## src/rtl/score_keeper_if.sv

```systemverilog
// rtl/score_keeper_if.sv - game-side controls and score/display outputs of score_keeper
interface score_keeper_if;
    logic        eat;
    logic        new_game;
    logic        show_high;
    logic [15:0] score;
    logic [15:0] high_score;
    logic [3:0]  digit2;
    logic [3:0]  digit1;
    logic [3:0]  digit0;
    logic        busy;

    modport master (
        output eat, new_game, show_high,
        input  score, high_score, digit2, digit1, digit0, busy
    );

    modport slave (
        input  eat, new_game, show_high,
        output score, high_score, digit2, digit1, digit0, busy
    );
endinterface

```

## src/rtl/score_keeper.sv

```systemverilog
// rtl/score_keeper.sv - saturating score/high-score counter with a serial binary-to-BCD display converter
module score_keeper #(
    parameter int POINTS    = 1,
    parameter int MAX_SCORE = 999
) (
    input  logic          clk,
    input  logic          reset_n,
    score_keeper_if.slave sk
);
    localparam logic [1:0]  S_IDLE = 2'd0;
    localparam logic [1:0]  S_CONV = 2'd1;
    localparam logic [1:0]  S_DONE = 2'd2;
    localparam logic [16:0] MAX17  = 17'(MAX_SCORE);
    localparam logic [16:0] PTS17  = 17'(POINTS);

    logic [15:0] r_score;
    logic [15:0] r_high;
    logic        r_show_q;
    logic        r_dirty;
    logic [1:0]  r_state;
    logic [9:0]  r_bin;
    logic [11:0] r_bcd;
    logic [3:0]  r_cnt;
    logic [3:0]  r_d2;
    logic [3:0]  r_d1;
    logic [3:0]  r_d0;

    logic [16:0] w_sum;
    logic [15:0] w_score_nxt;
    logic [15:0] w_high_nxt;
    logic [15:0] w_disp_cur;
    logic [15:0] w_disp_nxt;
    logic        w_change;
    logic        w_start;
    logic [11:0] w_bcd_adj;

    function automatic logic [3:0] add3(input logic [3:0] n);
        return (n >= 4'd5) ? n + 4'd3 : n;
    endfunction

    always_comb begin
        w_sum       = {1'b0, r_score} + PTS17;
        w_score_nxt = r_score;
        if (sk.new_game) begin
            w_score_nxt = 16'd0;
        end else if (sk.eat) begin
            w_score_nxt = (w_sum >= MAX17) ? MAX17[15:0] : w_sum[15:0];
        end
        w_high_nxt = (w_score_nxt > r_high) ? w_score_nxt : r_high;
        // A show_high toggle counts as a change even when both values are equal.
        w_disp_cur = r_show_q ? r_high : r_score;
        w_disp_nxt = sk.show_high ? w_high_nxt : w_score_nxt;
        w_change   = (sk.show_high != r_show_q) || (w_disp_nxt != w_disp_cur);
        w_start    = (r_state == S_IDLE) && r_dirty;
        w_bcd_adj  = {add3(r_bcd[11:8]), add3(r_bcd[7:4]), add3(r_bcd[3:0])};
    end

    always_ff @(posedge clk or negedge reset_n) begin
        if (!reset_n) begin
            r_score  <= 16'd0;
            r_high   <= 16'd0;
            r_show_q <= 1'b0;
            r_dirty  <= 1'b0;
        end else begin
            r_score  <= w_score_nxt;
            r_high   <= w_high_nxt;
            r_show_q <= sk.show_high;
            r_dirty  <= w_change | (r_dirty & ~w_start);
        end
    end

    always_ff @(posedge clk or negedge reset_n) begin
        if (!reset_n) begin
            r_state <= S_IDLE;
            r_bin   <= 10'd0;
            r_bcd   <= 12'd0;
            r_cnt   <= 4'd0;
            r_d2    <= 4'd0;
            r_d1    <= 4'd0;
            r_d0    <= 4'd0;
        end else begin
            case (r_state)
                S_IDLE: begin
                    if (r_dirty) begin
                        r_state <= S_CONV;
                        r_bin   <= w_disp_cur[9:0];
                        r_bcd   <= 12'd0;
                        r_cnt   <= 4'd0;
                    end
                end
                S_CONV: begin
                    r_bcd <= {w_bcd_adj[10:0], r_bin[9]};
                    r_bin <= {r_bin[8:0], 1'b0};
                    r_cnt <= r_cnt + 4'd1;
                    if (r_cnt == 4'd9) begin
                        r_state <= S_DONE;
                    end
                end
                S_DONE: begin
                    r_state <= S_IDLE;
                    r_d2    <= r_bcd[11:8];
                    r_d1    <= r_bcd[7:4];
                    r_d0    <= r_bcd[3:0];
                end
                default: r_state <= S_IDLE;
            endcase
        end
    end

    assign sk.score      = r_score;
    assign sk.high_score = r_high;
    assign sk.digit2     = r_d2;
    assign sk.digit1     = r_d1;
    assign sk.digit0     = r_d0;
    assign sk.busy       = (r_state != S_IDLE);
endmodule
```

## src/flat_wrapper.sv

```systemverilog
// flat-port wrapper written by rule: the top's interface ports become plain ports
module score_keeper_flat 
#(
    parameter int POINTS    = 1,
    parameter int MAX_SCORE = 999
)
  (clk, reset_n, sk_eat, sk_new_game, sk_show_high, sk_score, sk_high_score, sk_digit2, sk_digit1, sk_digit0, sk_busy);
  score_keeper_if sk_i ();
  input  logic clk;
  input  logic reset_n;
  input wire logic [$bits(sk_i.eat)-1:0] sk_eat;
  input wire logic [$bits(sk_i.new_game)-1:0] sk_new_game;
  input wire logic [$bits(sk_i.show_high)-1:0] sk_show_high;
  output wire logic [$bits(sk_i.score)-1:0] sk_score;
  output wire logic [$bits(sk_i.high_score)-1:0] sk_high_score;
  output wire logic [$bits(sk_i.digit2)-1:0] sk_digit2;
  output wire logic [$bits(sk_i.digit1)-1:0] sk_digit1;
  output wire logic [$bits(sk_i.digit0)-1:0] sk_digit0;
  output wire logic [$bits(sk_i.busy)-1:0] sk_busy;
  assign sk_i.eat = sk_eat;
  assign sk_i.new_game = sk_new_game;
  assign sk_i.show_high = sk_show_high;
  assign sk_score = sk_i.score;
  assign sk_high_score = sk_i.high_score;
  assign sk_digit2 = sk_i.digit2;
  assign sk_digit1 = sk_i.digit1;
  assign sk_digit0 = sk_i.digit0;
  assign sk_busy = sk_i.busy;
  score_keeper #(.POINTS(POINTS), .MAX_SCORE(MAX_SCORE)) u_core (.clk(clk), .reset_n(reset_n), .sk(sk_i));
endmodule
```

## config.mk

```make
export PLATFORM = sky130hd
export DESIGN_NAME = score_keeper_flat
export DESIGN_NICKNAME = d
export VERILOG_FILES = /design/src/rtl/score_keeper_if.sv /design/src/rtl/score_keeper.sv /design/src/flat_wrapper.sv
export SDC_FILE = /design/constraint.sdc
export NUM_CORES = 1
export LEC_CHECK = 0
export CAP_MARGIN = 40
export CORE_MARGIN = 2
export CORE_UTILIZATION = 30
export DETAILED_ROUTE_END_ITERATION = 8
export PLACE_DENSITY = 0.6
export SLEW_MARGIN = 30
export SYNTH_ARGS = -nofsm -noshare
export SYNTH_HDL_FRONTEND = slang
export SYNTH_SLANG_ARGS = --single-unit
```

## constraint.sdc

```tcl
create_clock -name clk -period 4.65 [get_ports clk]
set_clock_uncertainty 0.15 [all_clocks]
set_input_delay 0.93 -clock clk [delete_from_list [all_inputs] [get_ports clk]]
set_output_delay 0.93 -clock clk [all_outputs]
set_load 0.005 [all_outputs]
```

==> Yosys cells after proc, flatten, opt, wreduce, memory -nomap -nowiden <==
Index checks and enable logic that the tools add are counted.
{ "totals": {"ff_bits": 74, "output_inout_bits": 45, "elab_cells": 56} }
{ "op_classes": {"n_addsub": 5, "order_cmp": 5, "n_eq_ne": 7, "n_mux": 18, "n_bitwise": 3, "n_reduce_logical": 7} }
{ "ops": {"columns": ["cell", "count"], "rows": [
  ["2-to-1 mux 16 bit", 6],
  ["case mux 12 bit (2 select lines)", 1],
  ["case mux 10 bit (2 select lines)", 1],
  ["adder 16 x 1 -> 17 bit (second input constant)", 1],
  ["greater-or-equal comparator 17 x 10 -> 1 bit (second input constant)", 1],
  ["> comparator 16 bit", 1],
  ["inequality test 16 bit", 1],
  ["greater-or-equal comparator 4 x 3 -> 1 bit (second input constant)", 3],
  ["2-to-1 mux 12 bit", 1],
  ["2-to-1 mux 4 bit", 3],
  ["2-to-1 mux 10 bit", 1],
  ["adder 4 x 2 -> 4 bit (second input constant)", 2],
  ["case mux 4 bit (2 select lines)", 1],
  ["adder 4 x 1 -> 4 bit (second input constant)", 1],
  ["== test 4 bit (second input constant)", 1],
  ["2-to-1 mux 2 bit", 2],
  ["inequality test 2 x 1 -> 1 bit (second input constant)", 2],
  ["case mux 2 bit (2 select lines)", 1],
  ["AND reduction 2 bit", 2],
  ["nonzero test 2 bit", 2],
  ["adder 3 x 2 -> 3 bit (second input constant)", 1],
  ["2-to-1 mux 3 bit", 1],
  ["== test 2 x 1 -> 1 bit (second input constant)", 1],
  ["== test 2 bit (second input constant)", 1],
  ["7 further kinds", 7]
]} }

==> Depth between registers and ports, before layout <==
Gate-level depths: netlist (run 1).
{ "logic_depth": {"depth_word": 11, "ltp_mapped": 25} }

==> Worst setup path after synthesis (run 1) <==
OpenSTA, ideal clock, no wires.
{ "synth_timing": {"kind": "flip-flop to flip-flop", "from": "register u_core.r_score[0] (netlist: u_core.sk.score[0])", "to": "register u_core.r_dirty", "arrival_time_ns": 4.712, "required_time_ns": 4.359, "setup_slack_ns": -0.352, "path_stages_with_launch": 25, "cell_sequence": "dfrtp_1 > buf_2 > inv_1 > ha_1 > o21bai_1 > a211o_1 > a21oi_1 > or4_4 > o211a_4 > clkbuf_1 > a31oi_1 > inv_1 > ha_1 > nand2b_1 > a211oi_1 > o21ai_0 > o211ai_1 > o21a_1 > nor2_1 > a211oi_2 > buf_6 > mux2i_1 > xor2_1 > a2111oi_2 > nand4b_1"} }
{ "synth_between": {"elab_chain_cells": 11, "word_cells_on_any_way": 12} }
{ "synth_rtl": {"columns": ["item", "line", "text"], "rows": [
  ["start: declaration", "score_keeper.sv:16", "logic [15:0] r_score;"],
  ["start signal: assignment", "score_keeper.sv:65", "r_score <= w_score_nxt;"],
  ["adder 16 x 1 -> 17 bit", "score_keeper.sv:42", "w_sum = {1'b0, r_score} + PTS17;"],
  ["greater-or-equal comparator 17 x 10 -> 1 bit", "score_keeper.sv:47", "w_score_nxt = (w_sum >= MAX17) ? MAX17[15:0] : w_sum[15:0];"],
  ["2-to-1 mux 16 bit", "score_keeper.sv:47", null],
  ["2-to-1 mux 16 bit *", "score_keeper.sv:46", "end else if (sk.eat) begin"],
  ["2-to-1 mux 16 bit *", "score_keeper.sv:44", "if (sk.new_game) begin"],
  ["via u_core.w_score_nxt[0]", "score_keeper.sv:29", "logic [15:0] w_score_nxt;"],
  ["> comparator 16 bit", "score_keeper.sv:49", "w_high_nxt = (w_score_nxt > r_high) ? w_score_nxt : r_high;"],
  ["2-to-1 mux 16 bit", "score_keeper.sv:49", null],
  ["2-to-1 mux 16 bit *", "score_keeper.sv:52", "w_disp_nxt = sk.show_high ? w_high_nxt : w_score_nxt;"],
  ["inequality test 16 bit *", "score_keeper.sv:53", "w_change = (sk.show_high != r_show_q) || (w_disp_nxt != w_disp_cur);"],
  ["logical OR 1 bit *", "score_keeper.sv:53", null],
  ["OR 1 bit *", "score_keeper.sv:68", "r_dirty <= w_change | (r_dirty & ~w_start);"],
  ["end signal: assignment", "score_keeper.sv:68", null],
  ["end: declaration", "score_keeper.sv:19", "logic r_dirty;"]
]} }
Mark *: on every way through the listed nets, which the timed path passes. The rest lies on a longest branch.
A chain may end at the register's enable or synchronous reset.

==> Worst setup path in the final report (run 1) <==
{ "layout_timing": {"from": "register u_core.r_score[0] (netlist: u_core.sk.score[0])", "to": "register u_core.r_dirty"} }
{ "layout_between": {"elab_chain_cells": 11, "word_cells_on_any_way": 12} }
{ "layout_rtl": {"columns": ["item", "line"], "rows": [
  ["adder 16 x 1 -> 17 bit *", "score_keeper.sv:42"],
  ["greater-or-equal comparator 17 x 10 -> 1 bit", "score_keeper.sv:47"],
  ["2-to-1 mux 16 bit *", "score_keeper.sv:47"],
  ["2-to-1 mux 16 bit *", "score_keeper.sv:46"],
  ["2-to-1 mux 16 bit *", "score_keeper.sv:44"],
  ["via u_core.w_score_nxt[6]", "score_keeper.sv:29"],
  ["> comparator 16 bit", "score_keeper.sv:49"],
  ["2-to-1 mux 16 bit", "score_keeper.sv:49"],
  ["2-to-1 mux 16 bit *", "score_keeper.sv:52"],
  ["inequality test 16 bit *", "score_keeper.sv:53"],
  ["logical OR 1 bit *", "score_keeper.sv:53"],
  ["OR 1 bit *", "score_keeper.sv:68"]
]} }
Marks and branches as above.

==> results.cfg, run 1 <==
[outcome]
status = complete, but fails checks
violations = setup timing

[worst_setup_path]
required_ps = 4710
cp_data_arrival_time_ps = 5130
crit_type = reg -> reg
cp-end-kind = register
critPathSlowestCell = or4_4
path_max_fanout = 7
crit_buf_inv = 3
crit_top_cell = ha_4
slowest_delay_ps = 540
crit_family = compound AO/OA/AOI/OAI gates
crit_chain = inv_4, ha_4, o21bai_1, a211o_1, a21oi_2, or4_4, o211a_4, buf_6, a21boi_2, o221a_2, ha_4, nand4_1, nor3_1, o21ai_1, o211ai_1, o21a_1, nor2_2, a211oi_4, clkbuf_16, mux2i_2, xor2_1, a2111oi_2, nand4b_1
startpoint_type = register

[yosys]
syn_inst = 502
syn_nets = 532
ys.flop_type = dfrtp_1
synth-edff-count = 0
syn_avg_cell_area_um2 = 9.20
yosysWarnings = 0
ys_ff_latch = 74
yosysSeqAreaShare_pct = 40.1
postSynth.asyncResetShare_pct = 100
synthDistinctLibCells = 59
syn-cell-area_um2 = 4620

[route]
routed_wire_length_per_instance_um = 17.0
routed_wl_um = 13800
vias = 4321
drt-pass1-iter-count = 5
drt-initial-drc-count = 386
antenna_left = 0
viasPerCell = 5.33
drc = 0

[global_routing]
grtUsageTotal_pct = 17.2
grt_pass1_wl_um = 22000
antenna_found_initial = 0
use_met1_pct = 22.1
grt_pass1_vias = 4305
grt_util_met3_pct = 4.13
gr-total-overflow = 0
top_usage_layer = met2
grt_max_degree = 52
grtUsageMet2_pct = 27.7

[pwr]
ir_drop_mv = 0.226
clkPwrFrac_pct = 35.1
p_int_mw = 1.50
power.total_mw = 2.13
p_sw_share_pct = 29.3
power_density_nw_per_um2 = 331
seq_power_share_pct = 35.4
p_switching_mw = 0.624
leakagePower_nw = 2.83
combPwrFrac_pct = 29.5

[run]
cap_viol_max_count = 0

[timing]
hold_viol_final = 0
slew_viol_final = 0
holdWs_ps = 327
post-route-min-period_ps = 5060
worst_slack_ps = -411
slew_headroom_pct = 57.1
setup_viol = 1
max_freq_ghz = 0.198
rsz0062_at_grt = yes
worst_pin_slew_ps = 644
period_share_pct = 109

[die]
io_pins = 50
start_util_pct = 30.5
die_w_um = 128
die_area_um2 = 16400
core_area_um2 = 15100
die_h_um = 128
num_rows = 45

[cts]
h-tree-depth = 3
cts_tree = yes
clockBufferDepth = 2
clock_latency_ps = 350
cts_sinks = 74
cts_buffers = 9
root_buffer = clkbuf_16
clk_pin_slew_worst_paths_ps = 60
cts_hold_buf = 0

[finish]
layout-drive-gt1-share_pct = 25.9
area_delta_synth_final_pct = 39.2
n_antenna_cell = 0
fillers = 1451
design_area_um2 = 6430
nNetsFinal = 648

[placed_design]
placed_area_um2 = 5850
post-place-ws_ps = -343
dp_hpwl_um = 9990
portBuffers = 49
place_congestion = 0.940

[worst_hold_path]
hold_path_class = reg -> reg
[power groups by stage]
stage	clock network, mW	logic [mW]	registers (mW)
floorplan	0	0.299	0.747
global placement	0	0.499	0.760
detailed placement	0	0.514	0.762
CTS	0.761	0.517	0.750
global route	0.784	0.680	0.761
finish	0.747	0.628	0.754
[registers in the layout, summed over array words and instances (netlist names)]
signal,flops
u_core.r_cnt,4
u_core.r_bcd,12
u_core.r_state,2
u_core.r_bin,10
u_core.sk.digit0,4
u_core.sk.score,16
u_core.sk.digit2,4
u_core.sk.high_score,16
u_core.sk.digit1,4
u_core.r_show_q,1
u_core.r_dirty,1
[synth_stat cells (all sizes together) (10+ instances only)]
master | n | area (µm²)
mux2i | 17 | 170
mux2 | 20 | 225
nor3 | 12 | 60.1
xnor2 | 10 | 87.6
inv | 33 | 124
o21ai | 45 | 225
a21oi | 21 | 109
nand3 | 19 | 95.1
buf | 10 | 60.1
ha | 25 | 313
nand2 | 59 | 221
nor2 | 19 | 71.3
clkbuf | 17 | 63.8
dfrtp | 74 | 1850
[worst register-to-register path: cells and delay by family, from the launching register on]
family | cells | cell delay [ps]
buffers and inverters | 3 | 420
AOI/OAI and AO/OA | 11 | 2090
and+or+nand+nor | 5 | 1130
xor gates and xnor gates | 1 | 110
adders and majority gates | 2 | 330
muxes | 1 | 220
DFF | 1 | 480
[what timing repair did]
action | 4_1_cts | 5_1_grt
hold endpoints to repair | 0 | 0
setup buffers | 2 | 5
setup endpoints to repair | 1 | 17
gates cloned | 1 | 2
pin swaps | 2 | 18
gates resized for setup | 5 | 33
[cell usage in the layout, fill, tap and decap left out, types with 17 or more instances in the layout]
master / Yosys / final
a21oi_1: 20 / 19
ha_1: 25 / 21
o21ai_0: 45 / 42
inv_1: 33 / 31
nand3_1: 19 / 18
dfrtp_1: 74 / 71
nand2_1: 59 / 58
clkdlybuf4s50_1: 0 / 48
buf_4: 2 / 74
nor2_1: 19 / 17
mux2_2: 20 / 20
[layer usage]
metal / wire length [µm] / part of all wire (%)
met1: 6070 / 44
met2: 6570 / 48
met3: 741 / 5.4
met4: 370 / 2.7
met5: 0 / 0
[worst paths after layout]
kind	startpoint	end	slack, ps	depth (start not counted)
max	u_core.sk.score[0]$_DFF_PN0_	u_core.r_dirty$_DFF_PN0_	-410	23
min	u_core.r_bin[9]$_DFFE_PN0P_	u_core.r_bin[9]$_DFFE_PN0P_	330	2
max reg2reg	u_core.sk.score[0]$_DFF_PN0_	u_core.r_dirty$_DFF_PN0_	-410	23
min reg2reg	u_core.r_bin[9]$_DFFE_PN0P_	u_core.r_bin[9]$_DFFE_PN0P_	330	2
max in group asynchronous	reset_n	u_core.sk.score[8]$_DFF_PN0_	3450	2
min in group asynchronous	reset_n	u_core.r_bcd[10]$_DFFE_PN0P_	340	1
[layout make-up]
cell class              instances  area, µm²  area share [%]
multi-input cells             369       2720            42.3
repair buffers                131       1180            18.4
clock inverters                 5       80.1            1.25
flip-flops and latches         74       1860            28.9
well taps                     188        235            3.66
inverters                      33        126            1.97
clock buffers                  10        229            3.56
[metrics by stage]
step | setup TNS [ps] | instances | utilization [%]
floorplan | 0 | 502 | -
global placement | -152 | 785 | 38.4
detailed placement | -343 | 786 | 38.6
CTS | -246 | 804 | 40.9
global route | -1870 | 810 | 42.4
finish | -411 | 810 | 42.4
[cells by family after synthesis]
| logic type | count (synthesis) | share of synthesized area, % |
|---|---|---|
| compound gates | 129 | 18.9 |
| mux | 37 | 8.56 |
| fa+ha+maj | 25 | 6.78 |
| buf+inv | 60 | 5.37 |
| flops | 74 | 40.1 |
| xor+xnor | 19 | 3.60 |
| simple gates | 158 | 16.7 |
Note: power is estimated with default switching activity, not from simulation.
==> run 2: changes to the inputs <==
--- a/config.mk
+++ b/config.mk
@@ -8,6 +8,7 @@
 export CAP_MARGIN = 40
 export CORE_MARGIN = 2
 export CORE_UTILIZATION = 30
+export CTS_BUF_LIST = sky130_fd_sc_hd__clkbuf_16
 export DETAILED_ROUTE_END_ITERATION = 8
 export PLACE_DENSITY = 0.6
 export SLEW_MARGIN = 30
==> run 2 against run 1 <==
  * The run still ends with setup timing left
  * Routed wire length hardly changed
  * Die area stayed put
  * Sequential power hardly changed
  * Final area stayed put
  * Worst setup slack worse by 3.9 ps
  * First-iteration DRC count is 0.26% lower
  * Sequential share of layout area stayed put
  * Critical path type unchanged
  * Largest power group unchanged
  * Highest routed layer unchanged
==> results.cfg, run 2 (synthesis results as in run 1) <==
[outcome]
status = complete, but fails checks
violations = setup timing

[route]
antenna_left = 0
vias = 4329
drt-pass1-iter-count = 5
drt-initial-drc-count = 385
routed_wl_um = 13700
drc = 0
viasPerCell = 5.34
routed_wire_length_per_instance_um = 17.0

[die]
die_area_um2 = 16400
die_w_um = 128
start_util_pct = 30.5
core_area_um2 = 15100
die_h_um = 128
num_rows = 45
io_pins = 50

[worst_setup_path]
crit_buf_inv = 3
crit_chain = inv_4, ha_4, o21bai_1, a211o_1, a21oi_2, or4_4, o211a_4, buf_6, a21boi_2, o221a_2, ha_4, nand4_1, nor3_1, o21ai_1, o211ai_1, o21a_1, nor2_2, a211oi_4, clkbuf_16, mux2i_2, xor2_1, a2111oi_2, nand4b_1
path_max_fanout = 7
critical_path.startpoint = u_core.sk.score[0]$_DFF_PN0_
crit_type = reg -> reg
cp-end-kind = register
required_ps = 4710
crit_top_cell = ha_4
crit_family = compound AO/OA/AOI/OAI gates
crit_path_end = u_core.r_dirty$_DFF_PN0_
slowest_delay_ps = 540
critPathSlowestCell = or4_4
startpoint_type = register
r2r_start = u_core.sk.score[0]$_DFF_PN0_
regToRegEndpoint = u_core.r_dirty$_DFF_PN0_
cp_data_arrival_time_ps = 5130
rrSetupSlack_ps = -410
r2r_cells = 23
cp.depth = 23

[cts]
cts_buffers = 9
clk_pin_slew_worst_paths_ps = 60
cts_hold_buf = 0
h-tree-depth = 3
cts_sinks = 74
root_buffer = clkbuf_16
cts_tree = yes
clock_latency_ps = 350
clockBufferDepth = 2

[placed_design]
portBuffers = 49
dp_hpwl_um = 9990
place_congestion = 0.940
placed_cells = 786

[global_routing]
grtUsageTotal_pct = 17.2
grt_max_degree = 52
grt_pass1_wl_um = 22000
antenna_found_initial = 0
gr-total-overflow = 0
grt_pass1_vias = 4305

[timing]
worst_pin_slew_ps = 643
rsz0062_at_grt = yes
slew_viol_final = 0
worst_slack_ps = -415
fin_tns_setup_ps = -415
setup_viol = 1
period_share_pct = 109
hold_viol_final = 0
slew_headroom_pct = 57.1
max_freq_ghz = 0.197
post-route-min-period_ps = 5060

[finish]
mostFrequentLayoutCells = buf_4, dfrtp_1, nand2_1
nNetsFinal = 648
area_delta_synth_final_pct = 39.2
layout-drive-gt1-share_pct = 25.9
final_cells = 810
final_common_cell = buf_4
n_antenna_cell = 0

[pwr]
ir_drop_mv = 0.226
power_density_nw_per_um2 = 331
power.total_mw = 2.13
leakagePower_nw = 2.83

[run]
cap_viol_max_count = 0

[worst_hold_path]
hold_path_class = reg -> reg
[run 2: cell types whose count changed in the layout (fill, tap and decap cells not counted)]
cell and delta:
inv_1 +1, clkbuf_1 -1
[run 2: how the worst min path moves through the flow]
stage / cells after the start / slack, ps / start / end
2_1_floorplan: 2 / 300 / u_core.r_bin[9]$_DFFE_PN0P_ / u_core.r_bin[9]$_DFFE_PN0P_
3_3_place_gp: 2 / 310 / u_core.sk.digit2[0]$_DFFE_PN0N_ / u_core.sk.digit2[0]$_DFFE_PN0N_
3_5_place_dp: 2 / 320 / u_core.sk.digit1[0]$_DFFE_PN0N_ / u_core.sk.digit1[0]$_DFFE_PN0N_
4_1_cts: 1 / 340 / reset_n / u_core.r_cnt[2]$_DFFE_PN0P_
5_1_grt: 2 / 350 / u_core.sk.digit1[1]$_DFFE_PN0N_ / u_core.sk.digit1[1]$_DFFE_PN0N_
6_report: 2 / 330 / u_core.r_bin[9]$_DFFE_PN0P_ / u_core.r_bin[9]$_DFFE_PN0P_
[run 2: area by class of cell]
type                            instances  area (µm²)
Timing Repair Buffer                  131        1180
Clock inverter                          6        83.8
Sequential cell                        74        1860
Clock buffer                            9         225
Tap cell                              188         235
Inverter                               33         126
Multi-Input combinational cell        369        2720
Fill cell                            1451        8720
[run 2: worst reg2reg max path: stages, from the launching register on]
cell	delay, ps
dfrtp_2	480
inv_4	90
ha_4	190
o21bai_1	130
a211o_1	150
a21oi_2	50
or4_4	550
o211a_4	310
buf_6	120
a21boi_2	110
o221a_2	240
ha_4	140
nand4_1	170
nor3_1	230
o21ai_1	90
o211ai_1	160
o21a_1	210
nor2_2	60
a211oi_4	310
clkbuf_16	210
mux2i_2	220
xor2_1	110
a2111oi_2	330
nand4b_1	130
[run 2: per-stage QoR]
stage / setup slack, ps / hold slack, ps / util, % / instance area (µm²)
finish: -415 / 328 / 42.4 / 6430
global route: -641 / 352 / 42.4 / 6430
CTS: -246 / 337 / 40.9 / 6200
detailed placement: -343 / 324 / 38.6 / 5850
global placement: -152 / 311 / 38.4 / 5820
floorplan: 0.0959 / 300 / - / 4680
[run 2: power by group]
| group | total (mW) | switching [mW] | internal (mW) |
|---|---|---|---|
| clock network | 0.744 | 0.280 | 0.464 |
| logic | 0.628 | 0.283 | 0.345 |
| registers | 0.754 | 0.0607 | 0.693 |
[run 2: metal layers]
metal	track usage, %	share of wire, %	up-vias
met1	22.1	44	2105
met2	27.7	48	158
li1	-	-	2033
met5	0	0	-
met3	4.13	5.8	33
met4	7.30	2.7	0
[run 2: what timing repair did]
item	CTS	global route
resized for setup	5	33
buffers inserted	2	5
endpoints found under the setup margin	1	17
gates cloned	1	2
pin swaps	2	18
